==> src/rtl/kernel_multi_channel_counter.sv <==
// Per-channel up/down counters with load, registered zero/max flags and overflow/underflow pulses.
// Optional build macro COUNTER_STEP_EN adds a per-channel step input; default step is 1.
module kernel_multi_channel_counter #(
  parameter int                 C_WIDTH    = 4,
  parameter int                 C_CHANNELS = 2,
  parameter int                 C_SATURATE = 0,
  parameter logic [C_WIDTH-1:0] C_INIT     = '0
) (
  input  logic                            clk,
  input  logic                            rst,
  input  logic                            clken_i,
  input  logic [C_CHANNELS-1:0]           load_i,
  input  logic [C_CHANNELS-1:0]           incr_i,
  input  logic [C_CHANNELS-1:0]           decr_i,
  input  logic [C_CHANNELS*C_WIDTH-1:0]   load_value_i,
`ifdef COUNTER_STEP_EN
  input  logic [C_CHANNELS*C_WIDTH-1:0]   step_i,
`endif
  output logic [C_CHANNELS*C_WIDTH-1:0]   count_o,
  output logic [C_CHANNELS-1:0]           is_zero_o,
  output logic [C_CHANNELS-1:0]           is_max_o,
  output logic [C_CHANNELS-1:0]           ovf_o,
  output logic [C_CHANNELS-1:0]           unf_o
);

  localparam logic [C_WIDTH-1:0] MAX      = '1;
  localparam bit                 SAT      = (C_SATURATE != 0);
  localparam bit                 INIT_ZER = (C_INIT == '0);
  localparam bit                 INIT_MAX = (C_INIT == MAX);

  logic [C_CHANNELS*C_WIDTH-1:0] count_q, count_d;
  logic [C_CHANNELS-1:0]         is_zero_q, is_zero_d;
  logic [C_CHANNELS-1:0]         is_max_q, is_max_d;
  logic [C_CHANNELS-1:0]         ovf_q, ovf_d;
  logic [C_CHANNELS-1:0]         unf_q, unf_d;

  for (genvar i = 0; i < C_CHANNELS; i++) begin : g_ch
    logic [C_WIDTH-1:0] cur;
    logic [C_WIDTH-1:0] stp;
    logic [C_WIDTH:0]   sum;
    logic [C_WIDTH:0]   diff;
    logic [C_WIDTH-1:0] nxt;
    logic               ovf_n;
    logic               unf_n;

    assign cur = count_q[i*C_WIDTH +: C_WIDTH];
`ifdef COUNTER_STEP_EN
    assign stp = step_i[i*C_WIDTH +: C_WIDTH];
`else
    assign stp = C_WIDTH'(1);
`endif
    // Bit C_WIDTH of sum is the carry, of diff the borrow.
    assign sum  = {1'b0, cur} + {1'b0, stp};
    assign diff = {1'b0, cur} - {1'b0, stp};

    always_comb begin
      nxt   = cur;
      ovf_n = 1'b0;
      unf_n = 1'b0;
      if (load_i[i]) begin
        nxt = load_value_i[i*C_WIDTH +: C_WIDTH];
      end else if (incr_i[i] && !decr_i[i]) begin
        ovf_n = sum[C_WIDTH];
        nxt   = (SAT && sum[C_WIDTH]) ? MAX : sum[C_WIDTH-1:0];
      end else if (decr_i[i] && !incr_i[i]) begin
        unf_n = diff[C_WIDTH];
        nxt   = (SAT && diff[C_WIDTH]) ? '0 : diff[C_WIDTH-1:0];
      end
    end

    assign count_d[i*C_WIDTH +: C_WIDTH] = nxt;
    assign is_zero_d[i] = (nxt == '0);
    assign is_max_d[i]  = (nxt == MAX);
    assign ovf_d[i]     = ovf_n;
    assign unf_d[i]     = unf_n;
  end

  // Flags are computed from the next count so they never lag the count register.
  always_ff @(posedge clk) begin
    if (rst) begin
      count_q   <= {C_CHANNELS{C_INIT}};
      is_zero_q <= {C_CHANNELS{INIT_ZER}};
      is_max_q  <= {C_CHANNELS{INIT_MAX}};
      ovf_q     <= '0;
      unf_q     <= '0;
    end else if (clken_i) begin
      count_q   <= count_d;
      is_zero_q <= is_zero_d;
      is_max_q  <= is_max_d;
      ovf_q     <= ovf_d;
      unf_q     <= unf_d;
    end else begin
      ovf_q     <= '0;
      unf_q     <= '0;
    end
  end

  assign count_o   = count_q;
  assign is_zero_o = is_zero_q;
  assign is_max_o  = is_max_q;
  assign ovf_o     = ovf_q;
  assign unf_o     = unf_q;

endmodule

==> config.mk <==
export PLATFORM = sky130hd
export DESIGN_NAME = kernel_multi_channel_counter
export DESIGN_NICKNAME = d
export VERILOG_FILES = /design/src/rtl/kernel_multi_channel_counter.sv
export SDC_FILE = /design/constraint.sdc
export NUM_CORES = 1
export LEC_CHECK = 0
export ABC_AREA = 1
export ABC_CLOCK_PERIOD_IN_PS = 1930
export CAP_MARGIN = 10
export CELL_PAD_IN_SITES_DETAIL_PLACEMENT = 0
export CELL_PAD_IN_SITES_GLOBAL_PLACEMENT = 1
export CORE_AREA = 4 4 62 64
export CTS_BUF_LIST = sky130_fd_sc_hd__clkbuf_2
export DETAILED_ROUTE_END_ITERATION = 7
export DIE_AREA = 0 0 66 68
export HOLD_SLACK_MARGIN = 0.03
export PLACE_DENSITY = 0.78
export REMOVE_ABC_BUFFERS = 1
export SKIP_CTS_REPAIR_TIMING = 1
export SYNTH_ARGS = -nofsm -noshare
export SYNTH_HDL_FRONTEND = slang
export SYNTH_SLANG_ARGS = --single-unit
==> constraint.sdc <==
create_clock -name clk -period 1.93 [get_ports clk]
set_input_delay 0.2895 -clock clk [delete_from_list [all_inputs] [get_ports clk]]
set_output_delay 0.2895 -clock clk [all_outputs]
set_load 0.02 [all_outputs]
After elaboration in Yosys (flattened, before gate mapping)
Cells that the tools add are included.
Widths: inputs -> output; s select.
Cells by class
  $add $sub $neg: 4
  multiply operators: 0
  divide/modulo/power cells: 0
  order comparisons: 0
  equal/unequal tests: 2
  shift-type cells: 0
  mux-type cells: 6
  bitwise gates (word level): 5
  reductions and logical operators: 14
Operator list (count)
  $mux 4: 6
  $add 4x1->5 const B: 2
  $reduce_or 5->1: 2
  $sub 4x1->5 const B: 2
  $eq 4x4->1 const B: 2
  $logic_not 4->1: 2
  $reduce_or 4->1: 2
  $not 1->1: 5
  $logic_and 1x1->1: 4
  $logic_not 1->1: 4
Storage, ports and cells
  register bits after elaboration: 16
  bits in latches: 0
  bits in writable memories: 0
  bits in read-only memories: 0
  input port bits: 17
  output and inout port bits: 16
  logic and storage cells: 38
  memories kept: 0

Depth between registers and ports, before layout
Gate-level depths: netlist of run 1.
  depth after elaboration: 6
  gate-level depth with buffers: 10
  gate-level depth less buffers: 10

Worst setup path after synthesis of run 1
No wires, ideal clock.
  kind: register -> register
  start point: reg count_q[4], in the netlist count_o[4]
  end point: reg is_max_q[1], in the netlist is_max_o[1]
  setup time: 0.067 ns
  arrival time: 1.524 ns
  required time: 1.863 ns
  path slack: 0.338 ns
  cell stages (with the launch flop): 10
  path buffers: 0
  clock period less this slack: 1.592 ns
  cell sequence: dfxtp_1 > inv_1 > ha_1 > nand3_1 > nand3_1 > o21ai_2 > nand2_1 > nor2_1 > nand3_1 > a21oi_2
Between the ends
  longest elaborated chain between the ends: 5
  elaborated cells on any way between the ends: 6
  classes of those cells: add/sub: 2; eq/ne: 1; mux: 3
Ends and longest elaborated chain
  start: declaration: line 31  | logic [C_CHANNELS*C_WIDTH-1:0] count_q, count_d;
  start signal: assignment: line 81  | count_q <= {C_CHANNELS{C_INIT}};
  start signal: assignment: line 87  | count_q <= count_d;
  $sub 4x1->5: line 54  | assign diff = {1'b0, cur} - {1'b0, stp};
  $mux 4: line 65  | end else if (decr_i[i] && !incr_i[i]) begin
  $mux 4 *: line 62  | end else if (incr_i[i] && !decr_i[i]) begin
  $mux 4 *: line 60  | if (load_i[i]) begin
  $eq 4x4->1 *: line 73  | assign is_max_d[i] = (nxt == MAX);
  end signal: assignment: line 83  | is_max_q <= {C_CHANNELS{INIT_MAX}};
  end signal: assignment: line 89  | is_max_q <= is_max_d;
  end: declaration: line 33  | logic [C_CHANNELS-1:0] is_max_q, is_max_d;
Every way passes the cells marked *; elsewhere a longest branch is shown, timed or not.
A chain may end at the register's enable or synchronous reset.

Worst setup path in the final report of run 1
  start point: reg count_q[6], in the netlist count_o[6]
  end point: out count_o[6]
RTL lines
  end: declaration: line 19  | output logic [C_CHANNELS*C_WIDTH-1:0] count_o,
No word-level cell between the ends.

==> impl_metrics.json, run 1 <==
{
  "final_cell_mix": "40 x nand2_1, 32 x clkdlybuf4s50_1, 24 x nand3_1",
  "crit_path_end_kind": "output port",
  "synth_warnings": 0,
  "drt-vias-per-instance": 4.73,
  "grt_max_degree": 16,
  "cts_buffer_depth": 2,
  "clk_pin_slew_worst_paths_ns": 0.16,
  "syn_inst": 163,
  "numPortBuffers": 32,
  "crit_path_max_fanout": 7,
  "combPwrFrac_pct": 31.8,
  "clkPwrFrac_pct": 20.0,
  "tns_ns": 0,
  "min_to": "is_max_o[0]",
  "cp_cell_sequence": "clkdlybuf4s50_1",
  "insertedDiodeCount": 0,
  "cp-start-kind": "register",
  "wirelength_um": 2770,
  "synth_seq_area_share_pct": 31.4,
  "p_int_uw": 502,
  "area_growth_pct": 38.9,
  "dpl.hpwl_um": 2210,
  "nets": 220,
  "powerDensity_nw_per_um2": 540,
  "seq_area_um2": 320,
  "critPathSlowestCell": "clkdlybuf4s50_1",
  "track_usage_pct": 13.3,
  "hold_violations": 0,
  "ys_ff_latch": 16,
  "cts_tree": "built",
  "reg2reg_from": "count_o[4]",
  "antenna_found_initial": 0,
  "drtIter0Drc": 86,
  "root_buffer": "clkbuf_2",
  "final_max_slew_viol_count": 0,
  "yosysUniqueCellTypes": 21,
  "cp_data_required_time_ns": 1.64,
  "ir_drop_uv": 200,
  "wl_per_cell_um": 11.3,
  "power_frac_seq_pct": 48.2,
  "start_util_pct": 31.0,
  "placeableCoreArea_um2": 3280,
  "ios": 33,
  "antenna_left": 0,
  "hold-path-cell-count": 2,
  "max_freq_mhz": 576,
  "drtPass1Iterations": 5,
  "grt_pass1_wl_um": 4680,
  "finalCritPeriodShare_pct": 89.9,
  "clkLatencyLatePin_ns": 0.28,
  "layout_min_cycle_time_ns": 1.74,
  "rows": 21,
  "fillerInstances": 379,
  "crit_arrival_ns": 1.45,
  "hold_start": "is_max_o[0]",
  "grt_pass1_vias": 1090,
  "clock-sinks": 16,
  "drc_errors": 0,
  "cp_num_buf_inv": 1,
  "syn_avg_cell_area_um2": 6.26,
  "finalPower_uw": 765,
  "cpLargestDelayFamily": "buffers and inverters",
  "worstMarginPinSlew_ns": 0.544,
  "place.gp.congestion": 0.788,
  "crit_type": "register to output port",
  "cp_num_cells": 1,
  "rsz0062_at_grt": "false",
  "p_leak_uw": 0.000647,
  "die_h_um": 68,
  "status": "completed",
  "final_common_cell": "nand2_1",
  "multi_input_area_um2": 591,
  "cp-startpoint": "count_o[6]",
  "cts_buffers": 3,
  "drive_gt1_share_pct": 9.09,
  "cts_max_level": 1,
  "die_w_um": 66,
  "drv_cap": 0,
  "die_area_um2": 4490,
  "cpPeakStageDelay_ns": 0.66,
  "vias": 1154,
  "setup_viol": 0,
  "swShare_pct": 34.4,
  "hp-class": "register to register",
  "p_switching_uw": 263,
  "worstRegToRegCells": 9,
  "worst_r2r_endpoint": "is_max_o[1]",
  "synth_area_um2": 1020,
  "reg2reg_setup_slack_ns": 0.26,
  "gr-total-overflow": 0,
  "finalClockSkew_ns": 0.00355,
  "maxSlewHeadroom_pct": 63.6
}
==> stage by stage <==
| stage | setup slack, ns | hold slack [ns] | instance area (um2) | util (%) | instances |
|---|---|---|---|---|---|
| 3_5_place_dp | 0.159 | 0.462 | 1400 | 42.6 | 240 |
| 3_3_place_gp | 0.128 | 0.461 | 1400 | 42.6 | 240 |
| 4_1_cts | 0.181 | 0.496 | 1420 | 43.1 | 244 |
| 5_1_grt | 0.122 | 0.523 | 1420 | 43.1 | 244 |
| 6_report | 0.195 | 0.487 | 1420 | 43.1 | 244 |
| 2_1_floorplan | 0.340 | 0.352 | 1000 | - | 160 |
==> flip-flops by register name, indices dropped and copies added (netlist names) <==
name       cells
unf_o          2
ovf_o          2
is_max_o       2
is_zero_o      2
count_o        8
==> logic make-up (layout without fill, tap and decap cells) <==
| family | Yosys count | count (layout) | synth area share [%] |
|---|---|---|---|
| adder cells (fa/ha/maj) | 4 | 4 | 4.91 |
| AO/OA/AOI/OAI | 21 | 21 | 11.9 |
| buffers and inverters | 28 | 63 | 10.7 |
| AND/OR/NAND/NOR | 94 | 94 | 41.1 |
| flip-flops | 16 | 16 | 31.4 |
==> cell type report <==
class | instances | area share [%]
clock buffers | 3 | 1.06
multi-input cells | 119 | 41.7
inverters | 25 | 6.63
well taps | 46 | 4.06
clock inverters | 1 | 0.265
repair buffers | 34 | 23.7
flip-flops and latches | 16 | 22.6
==> synthesized netlist by cell type (all sizes together) <==
cell	number	area [um2]
nand2	43	169
inv	25	93.8
nand3	25	130
nor2	18	70.1
dfxtp	16	320
a21oi	12	67.6
o21ai	7	38.8
nand4	6	37.5
ha	4	50.1
clkbuf	2	7.51
or2	2	12.5
a211oi	1	7.51
buf	1	7.51
o211ai	1	7.51
==> layer usage <==
layer / vias to the layer above / track usage, % / wire (um)
met2: 34 / 23.3 / 1260
met3: 2 / 3.28 / 157
met4: 0 / 3.05 / 17
li1: 599 / - / -
met5: - / 0 / 0
met1: 519 / 16.4 / 1330
==> power by group through the flow <==
stage                     Clock [uW]  Sequential [uW]  Combinational [uW]
after floorplan                    0              392                 116
after global placement             0              376                 243
after detailed placement           0              375                 244
after CTS                        159              369                 245
after global routing             178              372                 272
final                            153              369                 243
==> worst max-delay path by stage <==
stage	endpoint	slack [ns]
floorplan	is_max_o[1]	0.34
global placement	is_zero_o[0]	0.13
detailed placement	is_zero_o[0]	0.16
CTS	count_o[6]	0.18
global route	count_o[6]	0.12
finish	count_o[6]	0.19
No activity file was read; power rests on OpenSTA's default activity.
==> run 2: changes to the inputs <==
--- a/config.mk
+++ b/config.mk
@@ -10,12 +10,12 @@
 export CAP_MARGIN = 10
 export CELL_PAD_IN_SITES_DETAIL_PLACEMENT = 0
 export CELL_PAD_IN_SITES_GLOBAL_PLACEMENT = 1
-export CORE_AREA = 4 4 62 64
-export CTS_BUF_LIST = sky130_fd_sc_hd__clkbuf_2
+export CORE_AREA = 4 4 64 66
+export CTS_BUF_LIST = sky130_fd_sc_hd__clkbuf_16
 export DETAILED_ROUTE_END_ITERATION = 7
-export DIE_AREA = 0 0 66 68
+export DIE_AREA = 0 0 68 70
 export HOLD_SLACK_MARGIN = 0.03
-export PLACE_DENSITY = 0.78
+export PLACE_DENSITY = 0.74
 export REMOVE_ABC_BUFFERS = 1
 export SKIP_CTS_REPAIR_TIMING = 1
 export SYNTH_ARGS = -nofsm -noshare
==> impl_metrics.json, run 2 (same netlist as run 1, synthesis figures left out) <==
{
  "wl_per_cell_um": 10.9,
  "die_w_um": 68,
  "dpl.hpwl_um": 2160,
  "placeableCoreArea_um2": 3580,
  "clkLatencyLatePin_ns": 0.24,
  "layout_min_cycle_time_ns": 1.64,
  "cp_num_buf_inv": 1,
  "tns_ns": 0,
  "cts_buffer_depth": 2,
  "crit_arrival_ns": 1.35,
  "antenna_found_initial": 0,
  "antenna_left": 0,
  "grt_max_degree": 16,
  "area_growth_pct": 45.0,
  "swShare_pct": 27.8,
  "worstRegToRegCells": 9,
  "powerDensity_nw_per_um2": 686,
  "drv_cap": 0,
  "grt_pass1_wl_um": 4530,
  "crit_path_max_fanout": 7,
  "largest_reg_flops": 8,
  "insertedDiodeCount": 0,
  "vias": 1120,
  "rows": 22,
  "numPortBuffers": 32,
  "cpLargestDelayFamily": "buffers and inverters",
  "crit_path_end_kind": "output port",
  "hold_slack_ns": 0.473,
  "combPwrFrac_pct": 23.9,
  "cp_cell_sequence": "clkdlybuf4s50_1",
  "clkPwrFrac_pct": 39.7,
  "cpPeakStageDelay_ns": 0.66,
  "cts_tree": "built",
  "p_switching_uw": 282,
  "drtPass1Iterations": 4,
  "drt-vias-per-instance": 4.55,
  "start_util_pct": 28.5,
  "crit_type": "register to output port",
  "hp-class": "register to register",
  "critPathSlowestCell": "clkdlybuf4s50_1",
  "gr-total-overflow": 0,
  "power_frac_seq_pct": 36.4,
  "maxSlewHeadroom_pct": 67.1,
  "place.gp.congestion": 0.848,
  "p_int_uw": 732,
  "cts_max_level": 1,
  "ir_drop_uv": 515,
  "cts_buffers": 3,
  "final_common_cell": "nand2_1",
  "cp-endpoint": "count_o[6]",
  "worstMarginPinSlew_ns": 0.493,
  "cp_data_required_time_ns": 1.64,
  "setup_viol": 0,
  "nets": 220,
  "die_h_um": 70,
  "clk_pin_slew_worst_paths_ns": 0.05,
  "wirelength_um": 2690,
  "final_cell_mix": "40 x nand2_1, 32 x clkdlybuf4s50_1, 24 x nand3_1",
  "ios": 33,
  "status": "completed",
  "final_max_slew_viol_count": 0,
  "rsz0062_at_grt": "false",
  "cp-start-kind": "register",
  "clock-sinks": 16,
  "drtIter0Drc": 46,
  "root_buffer": "clkbuf_16",
  "max_freq_mhz": 610,
  "finalWorstSetupSlack_ns": 0.291,
  "met3_usage_pct": 4.02,
  "drive_gt1_share_pct": 9.09,
  "use_met2_pct": 18.4,
  "track_usage_pct": 11.9,
  "grt_util_met1_pct": 16.3,
  "cp-startpoint": "count_o[6]",
  "drc_errors": 0,
  "die_area_um2": 4760,
  "hold_violations": 0,
  "place_ws_ns": 0.145,
  "reg2reg_from": "count_o[4]",
  "p_leak_uw": 0.000672,
  "cp_num_cells": 1,
  "finalCritPeriodShare_pct": 84.9,
  "finalClockSkew_ns": 0.00409,
  "worst_r2r_endpoint": "is_max_o[1]",
  "grt.busiest_layer": "met2",
  "grt_pass1_vias": 1021,
  "reg2reg_setup_slack_ns": 0.29
}
## run 2: layer usage
metal | vias up | routed length (um)
li1 | 597 | -
met1 | 499 | 1350
met2 | 22 | 1220
met3 | 2 | 94
met4 | 0 | 12
met5 | - | 0
## run 2: how the worst min path moves through the flow
| stage | depth (start not counted) | slack, ns | startpoint | endpoint |
|---|---|---|---|---|
| 2_1_floorplan | 1 | 0.35 | rst | is_max_o[1] |
| 3_3_place_gp | 2 | 0.45 | is_zero_o[0] | is_zero_o[0] |
| 3_5_place_dp | 2 | 0.46 | is_max_o[0] | is_max_o[0] |
| 4_1_cts | 2 | 0.47 | is_max_o[0] | is_max_o[0] |
| 5_1_grt | 2 | 0.49 | is_max_o[1] | is_max_o[1] |
| 6_report | 2 | 0.47 | is_max_o[0] | is_max_o[0] |
## run 2: per-stage QoR
| stage | cell area, um2 | total power, uW | std cells | util [%] |
|---|---|---|---|---|
| finish | 1480 | 1010 | 246 | 41.3 |
| detailed placement | 1400 | 619 | 242 | 39.1 |
| global placement | 1400 | 618 | 242 | 39.1 |
| global route | 1480 | 1070 | 246 | 41.3 |
| floorplan | 1000 | 507 | 160 | - |
| CTS | 1480 | 1030 | 246 | 41.3 |
## run 2: power by group through the flow
stage                     sequential (uW)  clock (uW)  combinational, uW
after floorplan                       392           0                116
after global placement                376           0                242
after detailed placement              376           0                244
after CTS                             369         414                245
after global routing                  372         428                271
final                                 369         402                243
## run 2: area by class of cell
| class | count | area [um2] |
|---|---|---|
| clock buffer | 3 | 75.1 |
| multi-input combinational | 119 | 591 |
| clock inverter | 1 | 3.75 |
| sequential | 16 | 320 |
| inverter | 25 | 93.8 |
| fill | 376 | 2100 |
| timing repair buffer | 34 | 335 |
| tap | 48 | 60.1 |
==> run 3: changes to the inputs <==
--- a/config.mk
+++ b/config.mk
@@ -6,16 +6,16 @@
 export NUM_CORES = 1
 export LEC_CHECK = 0
 export ABC_AREA = 1
-export ABC_CLOCK_PERIOD_IN_PS = 1930
+export ABC_CLOCK_PERIOD_IN_PS = 1300
 export CAP_MARGIN = 10
 export CELL_PAD_IN_SITES_DETAIL_PLACEMENT = 0
 export CELL_PAD_IN_SITES_GLOBAL_PLACEMENT = 1
-export CORE_AREA = 4 4 64 66
+export CORE_AREA = 4 4 67 69
 export CTS_BUF_LIST = sky130_fd_sc_hd__clkbuf_16
 export DETAILED_ROUTE_END_ITERATION = 7
-export DIE_AREA = 0 0 68 70
+export DIE_AREA = 0 0 71 73
 export HOLD_SLACK_MARGIN = 0.03
-export PLACE_DENSITY = 0.74
+export PLACE_DENSITY = 0.71
 export REMOVE_ABC_BUFFERS = 1
 export SKIP_CTS_REPAIR_TIMING = 1
 export SYNTH_ARGS = -nofsm -noshare
==> constraint.sdc (replaced) <==
create_clock -name clk -period 1.3 [get_ports clk]
set_input_delay 0.195 -clock clk [delete_from_list [all_inputs] [get_ports clk]]
set_output_delay 0.195 -clock clk [all_outputs]
set_load 0.02 [all_outputs]
==> impl_metrics.json, run 3 (same netlist as run 1, synthesis figures left out) <==
{
  "status": "complete, but fails checks",
  "failed_checks": "setup timing",
  "maxSlewHeadroom_pct": 68.6,
  "worstRegToRegCells": 9,
  "place.gp.congestion": 0.794,
  "cp_data_required_time_ns": 1.46,
  "grt_pass1_vias": 1163,
  "wirelength_um": 3190,
  "cts_buffers": 3,
  "cp-start-kind": "register",
  "cpPeakStageDelay_ns": 0.33,
  "crit_arrival_ns": 1.60,
  "drt-vias-per-instance": 4.57,
  "layout_min_cycle_time_ns": 1.44,
  "worst_r2r_endpoint": "count_o[5]",
  "die_w_um": 71,
  "hp-class": "input pin to register",
  "antenna_left": 0,
  "final_cell_mix": "33 x nand2_1, 24 x buf_4, 20 x dlymetal6s2s_1",
  "seq_area_um2": 332,
  "hold-path-cell-count": 4,
  "drtIter0Drc": 78,
  "worstMarginPinSlew_ns": 0.470,
  "nets": 243,
  "rows": 23,
  "dpl.hpwl_um": 2370,
  "max_freq_mhz": 692,
  "critPathSlowestCell": "dfxtp_2",
  "cp_num_buf_inv": 3,
  "root_buffer": "clkbuf_16",
  "drv_cap": 0,
  "hold_violations": 0,
  "min_to": "ovf_o[0]",
  "start_util_pct": 26.1,
  "gr-total-overflow": 0,
  "instances_no_fill": 271,
  "ios": 33,
  "cp_cell_sequence": "inv_2 > ha_4 > inv_2 > nand3_2 > nand3_2 > o21ai_2 > buf_4 > nor2_2 > a211oi_1",
  "clk_pin_slew_worst_paths_ns": 0.05,
  "drc_errors": 0,
  "setup_viol": 7,
  "insertedDiodeCount": 0,
  "crit_path_end_kind": "register",
  "die_h_um": 73,
  "crit_type": "register to register",
  "grt_max_degree": 16,
  "finalPower_uw": 1650,
  "wl_per_cell_um": 11.8,
  "cpLargestDelayFamily": "compound AO/OA/AOI/OAI gates",
  "numPortBuffers": 32,
  "dpl.cell_count": 264,
  "hold_start": "incr_i[0]",
  "p_leak_uw": 0.00108,
  "largest_reg_flops": 8,
  "area_growth_pct": 82.3,
  "cp-startpoint": "count_o[4]",
  "clock-sinks": 16,
  "antenna_found_initial": 0,
  "finalCritPeriodShare_pct": 111,
  "powerDensity_nw_per_um2": 886,
  "ir_drop_uv": 713,
  "die_area_um2": 5180,
  "reg2reg_from": "count_o[4]",
  "finalClockSkew_ns": 0.00467,
  "reg2reg_setup_slack_ns": -0.14,
  "vias": 1239,
  "placeableCoreArea_um2": 3910,
  "place_ws_ns": -0.367,
  "cts_buffer_depth": 2,
  "final_max_slew_viol_count": 0,
  "clkLatencyLatePin_ns": 0.24,
  "cts_tree": "built",
  "fillerInstances": 418,
  "final_common_cell": "nand2_1",
  "rsz0062_at_grt": "true",
  "drive_gt1_share_pct": 36.7,
  "track_usage_pct": 11.8,
  "cts_max_level": 1,
  "finalWorstSetupSlack_ns": -0.145,
  "drtPass1Iterations": 4,
  "grt_pass1_wl_um": 4920,
  "crit_path_max_fanout": 3,
  "multi_input_area_um2": 726
}
[run 3: changes by cell type in the layout (fill, tap and decap cells not counted), sizes merged]
cell and delta:
buf +23, clkdlybuf4s50 -20, dlymetal6s2s +20
[run 3: power by group]
group	leakage (uW)	internal (uW)	total [uW]	switching, uW
combinational	0.000908	246	512	266
clock	0.0000385	407	589	182
sequential	0.000134	519	546	27.0
[run 3: worst max path at each step]
stage	to	slack (ns)	cells past startpoint
after floorplan	is_max_o[1]	-0.29	9
after global placement	count_o[3]	-0.35	10
after detailed placement	count_o[3]	-0.37	10
after CTS	count_o[1]	-0.26	2
after global routing	is_max_o[1]	-0.21	9
final	count_o[5]	-0.14	9
[run 3: final cells by class]
class                   instances  area share (%)
clock inverters                 1           0.202
multi-input cells             119            39.0
inverters                      25            5.32
repair buffers                 57            30.2
flip-flops and latches         16            17.8
clock buffers                   3            4.04
well taps                      50            3.36
[run 3: layer usage]
layer	GRT usage (%)	part of all wire, %	vias to the layer above
met4	3.55	1.1	0
li1	-	-	647
met3	3.86	2.9	4
met2	18.9	49	19
met1	15.2	47	569
met5	0	0	-
[run 3: per-stage QoR]
step | hold WS, ns | area [um2] | TNS, ns | util (%)
3_5_place_dp | 0.463 | 1550 | -3.30 | 39.7
3_3_place_gp | 0.455 | 1550 | -3.08 | 39.7
6_report | 0.394 | 1860 | -0.510 | 47.5
4_1_cts | 0.477 | 1630 | -2.94 | 41.7
2_1_floorplan | 0.257 | 1000 | -1.39 | -
5_1_grt | 0.409 | 1860 | -1.42 | 47.5
[run 3: worst min-delay path, cell delays in order]
cell	delay (ns)
dlymetal6s2s_1	0.16
nand3_2	0.10
buf_4	0.10
nor2_1	0.03
